[config.mk]
export PLATFORM = sky130hd
export DESIGN_NAME = if_fetch_buffer_flat
export DESIGN_NICKNAME = d
export VERILOG_FILES = /design/src/rtl/if_fetch_buffer_if.sv /design/src/rtl/if_fetch_buffer.sv /design/src/flat_wrapper.sv
export SDC_FILE = /design/constraint.sdc
export NUM_CORES = 1
export LEC_CHECK = 0
export BUFFER_PORTS_ARGS = -buffer_cell sky130_fd_sc_hd__buf_4
export CELL_PAD_IN_SITES_DETAIL_PLACEMENT = 1
export CELL_PAD_IN_SITES_GLOBAL_PLACEMENT = 1
export CORE_MARGIN = 1.5
export CORE_UTILIZATION = 57
export CTS_BUF_LIST = sky130_fd_sc_hd__clkbuf_4
export DETAILED_ROUTE_END_ITERATION = 6
export HOLD_SLACK_MARGIN = 0.1
export PLACE_DENSITY = 0.86
export SYNTH_ARGS = -nofsm -noshare
export SYNTH_HDL_FRONTEND = slang
export SYNTH_SLANG_ARGS = --single-unit
export TNS_END_PERCENT = 30
[constraint.sdc]
create_clock -name clk_i -period 8.9 [get_ports clk_i]
set_clock_uncertainty 0.2 [all_clocks]
set_input_delay 0.89 -clock clk_i [delete_from_list [all_inputs] [get_ports clk_i]]
set_output_delay 0.89 -clock clk_i [all_outputs]
set_load 0.01 [all_outputs]
[src/rtl/if_fetch_buffer_if.sv]
// IF/ID side signals of the fetch decoupling buffer; the slave modport is the buffer,
// the master modport is the pipeline (IF stage, ROM data and ID stage) around it.
interface if_fetch_buffer_if;
   logic [31:0] pc_i;
   logic        ce_i;
   logic [31:0] inst_i;
   logic        flush_i;
   logic        id_ready_i;
   logic        if_stall_o;
   logic        id_valid_o;
   logic [31:0] id_pc_o;
   logic [31:0] id_inst_o;
   logic        id_adel_o;

   modport slave (
      input  pc_i, ce_i, inst_i, flush_i, id_ready_i,
      output if_stall_o, id_valid_o, id_pc_o, id_inst_o, id_adel_o
   );

   modport master (
      output pc_i, ce_i, inst_i, flush_i, id_ready_i,
      input  if_stall_o, id_valid_o, id_pc_o, id_inst_o, id_adel_o
   );
endinterface

[src/rtl/if_fetch_buffer.sv]
// IF->ID decoupling buffer: pairs each accepted fetch PC with the next-cycle ROM word and queues it.
// Optional per-entry fetch-address-error flag enabled by defining IF_BUF_ADDR_ERR_EN.
module if_fetch_buffer #(
   parameter int unsigned DEPTH = 4
) (
   input logic          clk_i,
   input logic          rst_i,
   if_fetch_buffer_if.slave bus
);
   localparam int unsigned AW = $clog2(DEPTH);

   logic [AW-1:0] wr_ptr;
   logic [AW-1:0] rd_ptr;
   logic [AW:0]   count;
   logic          pend_v;
   logic [31:0]   pend_pc;
   logic [31:0]   pc_mem   [DEPTH];
   logic [31:0]   inst_mem [DEPTH];

   logic          accept;
   logic          push;
   logic          pop;
   logic          stall;
   logic          not_empty;
   logic [AW+1:0] occ;

   // Occupancy counts the in-flight fetch so a request is only taken when a slot is guaranteed.
   always_comb begin
      occ       = {1'b0, count} + {{(AW+1){1'b0}}, pend_v};
      stall     = (occ >= (AW+2)'(DEPTH));
      not_empty = (count != '0);
      accept    = bus.ce_i & ~stall & ~bus.flush_i;
      push      = pend_v & ~bus.flush_i;
      pop       = not_empty & bus.id_ready_i & ~bus.flush_i;
   end

   always_ff @(posedge clk_i) begin
      if (!rst_i || bus.flush_i) begin
         count  <= '0;
         wr_ptr <= '0;
         rd_ptr <= '0;
         pend_v <= 1'b0;
      end else begin
         pend_v <= accept;
         if (push)
            wr_ptr <= wr_ptr + (AW)'(1);
         if (pop)
            rd_ptr <= rd_ptr + (AW)'(1);
         if (push && !pop)
            count <= count + (AW+1)'(1);
         else if (!push && pop)
            count <= count - (AW+1)'(1);
      end
   end

   always_ff @(posedge clk_i) begin
      if (accept)
         pend_pc <= bus.pc_i;
   end

   always_ff @(posedge clk_i) begin
      if (rst_i && push) begin
         pc_mem[wr_ptr]   <= pend_pc;
         inst_mem[wr_ptr] <= bus.inst_i;
      end
   end

   assign bus.if_stall_o = stall;
   assign bus.id_valid_o = not_empty;
   assign bus.id_pc_o    = not_empty ? pc_mem[rd_ptr]   : '0;
   assign bus.id_inst_o  = not_empty ? inst_mem[rd_ptr] : '0;

`ifdef IF_BUF_ADDR_ERR_EN
   logic pend_adel;
   logic adel_mem [DEPTH];

   always_ff @(posedge clk_i) begin
      if (accept)
         pend_adel <= (bus.pc_i[1:0] != 2'b00);
   end

   always_ff @(posedge clk_i) begin
      if (rst_i && push)
         adel_mem[wr_ptr] <= pend_adel;
   end

   assign bus.id_adel_o = not_empty ? adel_mem[rd_ptr] : 1'b0;
`else
   assign bus.id_adel_o = 1'b0;
`endif
endmodule

[src/flat_wrapper.sv]
// flat-port wrapper written by rule: the top's interface ports become plain ports
module if_fetch_buffer_flat 
#(
   parameter int unsigned DEPTH = 4
)
  (clk_i, rst_i, bus_pc_i, bus_ce_i, bus_inst_i, bus_flush_i, bus_id_ready_i, bus_if_stall_o, bus_id_valid_o, bus_id_pc_o, bus_id_inst_o, bus_id_adel_o);
  if_fetch_buffer_if bus_i ();
  input logic clk_i;
  input logic rst_i;
  input wire logic [$bits(bus_i.pc_i)-1:0] bus_pc_i;
  input wire logic [$bits(bus_i.ce_i)-1:0] bus_ce_i;
  input wire logic [$bits(bus_i.inst_i)-1:0] bus_inst_i;
  input wire logic [$bits(bus_i.flush_i)-1:0] bus_flush_i;
  input wire logic [$bits(bus_i.id_ready_i)-1:0] bus_id_ready_i;
  output wire logic [$bits(bus_i.if_stall_o)-1:0] bus_if_stall_o;
  output wire logic [$bits(bus_i.id_valid_o)-1:0] bus_id_valid_o;
  output wire logic [$bits(bus_i.id_pc_o)-1:0] bus_id_pc_o;
  output wire logic [$bits(bus_i.id_inst_o)-1:0] bus_id_inst_o;
  output wire logic [$bits(bus_i.id_adel_o)-1:0] bus_id_adel_o;
  assign bus_i.pc_i = bus_pc_i;
  assign bus_i.ce_i = bus_ce_i;
  assign bus_i.inst_i = bus_inst_i;
  assign bus_i.flush_i = bus_flush_i;
  assign bus_i.id_ready_i = bus_id_ready_i;
  assign bus_if_stall_o = bus_i.if_stall_o;
  assign bus_id_valid_o = bus_i.id_valid_o;
  assign bus_id_pc_o = bus_i.id_pc_o;
  assign bus_id_inst_o = bus_i.id_inst_o;
  assign bus_id_adel_o = bus_i.id_adel_o;
  if_fetch_buffer #(.DEPTH(DEPTH)) u_core (.clk_i(clk_i), .rst_i(rst_i), .bus(bus_i));
endmodule
==> impl_metrics.py <==
metrics = {
    "worst_setup_path": {
        "cp_top_family": "buffers and inverters",
        "path_buf_inv": 2,
        "crit_cells": 4,
        "reg2regPathDepth": 8,
        "worstSetupEndpointType": "primary output",
        "path_cells": "buf_4 -> mux4_1 -> and2_1 -> buf_4",
        "worstSetupStartpointType": "flip-flop",
        "path_max_fanout": 52,
        "cp.arrival_ns": 3.10,
        "worstReg2RegEnd": "u_core.count[2]",
        "regToRegStartpoint": "u_core.count[0]",
        "criticalPathCategory": "reg2out",
        "slowest_delay_ns": 0.85,
        "crit_top_cell": "buf_4",
        "regToRegSetupSlack_ns": 6.22,
        "crit_slowest_cell": "buf_4",
        "required_ns": 7.81,
    },
    "worst_hold_path": {
        "worstHoldStart": "bus_pc_i[20]",
        "holdPathEnd": "u_core.pend_pc[20]",
        "hp-class": "in2reg",
        "whs_path_depth": 1,
    },
    "layout": {
        "final_cell_mix": "edfxtp_1 (288), buf_4 (136), clkbuf_4 (120), and2_1 (65), mux4_2 (60)",
        "nNetsFinal": 757,
        "multi_input_area_um2": 2170,
        "design_area_um2": 13500,
        "instances_no_fill": 1010,
        "fillers": 1634,
        "regArea_um2": 8860,
        "area_delta_synth_final_pct": 20.3,
        "layout_commonest_cell": "edfxtp_1",
        "layout-drive-gt1-share_pct": 45.0,
    },
    "grt": {
        "grt_first_pass_wirelength_um": 36100,
        "antenna_found_initial": 1,
        "grt-ovfl-total": 0,
        "grt_pass1_vias": 6387,
        "grt_start_max_net_pins": 66,
        "track_usage_pct": 24.7,
    },
    "cts": {
        "cts_buffers": 77,
        "ctsHoldBuffers": 0,
        "clkTransAtPathRegs_ns": 0.06,
        "clock_sinks": 298,
        "cts_root_buffer": "clkbuf_4",
        "cts_tree": "done",
        "cts_setup_buffers": 0,
        "clock_latency_ns": 0.68,
        "ctsResizeCount": 0,
        "clk_path_buf_depth": 3,
        "h-tree-depth": 3,
    },
    "synth": {
        "synth-seq-cells": 298,
        "synthFlopType": "edfxtp_1",
        "synth-edff-count": 288,
        "synth.avg_cell_area_um2": 22.8,
        "ys_warn_count": 0,
        "syn-cell-area_um2": 11200,
        "async_reset_ff_share_pct": 0,
        "seq_area_frac_synth_pct": 78.9,
        "ys_types": 30,
        "syn_inst": 491,
        "syn_nets": 566,
    },
    "die": {
        "core_area_um2": 19400,
        "io_pins": 136,
        "die-area_um2": 20500,
        "num_rows": 51,
        "die_x_um": 143,
        "start_util_pct": 57.8,
        "fp.dieH_um": 143,
    },
    "routing": {
        "antenna_left": 0,
        "wirelength_um": 24200,
        "wl_per_cell_um": 24.0,
        "drtPass1Iterations": 5,
        "drc": 0,
        "num_vias": 5575,
        "drt_iter0_markers": 377,
        "viasPerCell": 5.52,
    },
    "power": {
        "max-vdd-ir-drop_v": 0.000131,
        "leakagePower_nw": 4.68,
        "p_per_area_nw_per_um2": 218,
    },
    "status": {
        "status": "finished, final reports clean",
    },
    "placed_design": {
        "gp_congestion": 0.772,
        "post-dp-hpwl_um": 12500,
        "place_area_um2": 12400,
        "post-place-cells": 868,
        "place.port_buffers": 134,
    },
    "timing": {
        "finalSetupTns_ns": 0,
        "final-setup-viol-count": 0,
        "tightest_slew_ns": 1.23,
        "hold_viol": 0,
        "max_freq_mhz": 239,
        "post-route-period-util_pct": 47.0,
        "max_slew_margin_pct": 18.3,
        "rsz0062_at_grt": "false",
        "slew_viol_final": 0,
        "fin_crit_ns": 4.19,
    },
    "job": {
        "maxCapViolations": 0,
    },
}
sequential cells by signal (all words and copies together) (netlist names), named ones only:
name / count
u_core.inst_mem: 128
u_core.pend_v: 1
u_core.wr_ptr: 2
u_core.count: 3
u_core.rd_ptr: 2
u_core.pend_pc: 32
u_core.pc_mem: 128
metrics by stage:
step	setup slack (ns)	hold slack, ns	power (W)	util (%)
detailed placement	5.34	0.284	0.00167	63.9
global placement	5.37	0.266	0.00166	63.9
finish	4.71	0.182	0.00294	69.5
global route	4.44	0.117	0.00304	69.5
floorplan	4.93	0.259	0.00162	-
CTS	4.59	0.128	0.00298	69.5
cell families after synthesis:
group / after synthesis / share of synthesized area (%)
XOR/XNOR: 5 / 0.391
AND/OR/NAND/NOR: 83 / 4.49
buffers and inverters: 27 / 1.95
AO/OA/AOI/OAI: 5 / 0.312
flip-flops: 298 / 78.9
other: 1 / 0.0334
adder cells (fa/ha/maj): 6 / 0.737
multiplexers: 66 / 13.2
power breakdown:
part | total, W | leakage (nW) | internal (W) | switching, W
Combinational | 0.0000860 | 1.35 | 0.0000439 | 0.0000421
Clock | 0.00130 | 0.644 | 0.000732 | 0.000569
Sequential | 0.00156 | 2.69 | 0.00155 | 0.00000918
Total | 0.00294 | 4.68 | 0.00232 | 0.000620
cells in the mapped netlist (2+ instances only):
cell type  count  area [µm²]
or3_1          2        12.5
and2_1        65         407
clkbuf_1       9        33.8
dfxtp_1       10         200
edfxtp_1     288        8650
mux4_2        60        1350
buf_12         6         120
inv_1          3        11.3
mux4_1         4         105
buf_2          6        30.0
xor2_1         4        35.0
and3_1         4        25.0
mux2i_1        2        20.0
nor2_1         7        26.3
ha_1           5        62.6
nor2b_1        2        12.5
routing by layer:
| layer | vias to the layer above | global-route usage [%] | wire length [µm] |
|---|---|---|---|
| li1 | 2413 | - | - |
| met1 | 2893 | 30.8 | 9700 |
| met2 | 223 | 41.2 | 12600 |
| met3 | 46 | 6.44 | 1360 |
| met4 | 0 | 10.6 | 563 |
| met5 | - | 0 | 0 |
final cells by class:
cell class | instances | share of cell area [%]
diodes | 1 | 0.0186
inverters | 3 | 0.0835
repair buffers | 136 | 7.57
flip-flops and latches | 298 | 65.7
clock buffers | 120 | 6.68
well taps | 265 | 2.46
multi-input cells | 166 | 16.1
clock inverters | 21 | 1.41
worst max path at each step:
stage,end,start,slack (ns)
CTS,bus_id_inst_o[0],flip-flop,4.59
finish,bus_id_inst_o[0],flip-flop,4.71
floorplan,u_core.pend_pc[0],bus_flush_i,4.93
global placement,bus_id_pc_o[31],flip-flop,5.37
detailed placement,bus_id_inst_o[0],flip-flop,5.34
global route,bus_id_inst_o[1],flip-flop,4.44
worst reg2reg max path: cells and delay by family, from the launching register on:
family          cells  cell delay, ns
buf+inv             1            0.06
flops               1            0.38
simple gates        2            0.52
fa+ha+maj           2            0.56
xor+xnor            1            0.19
compound gates      2            0.67
No activity file was read; power rests on OpenSTA's default activity.
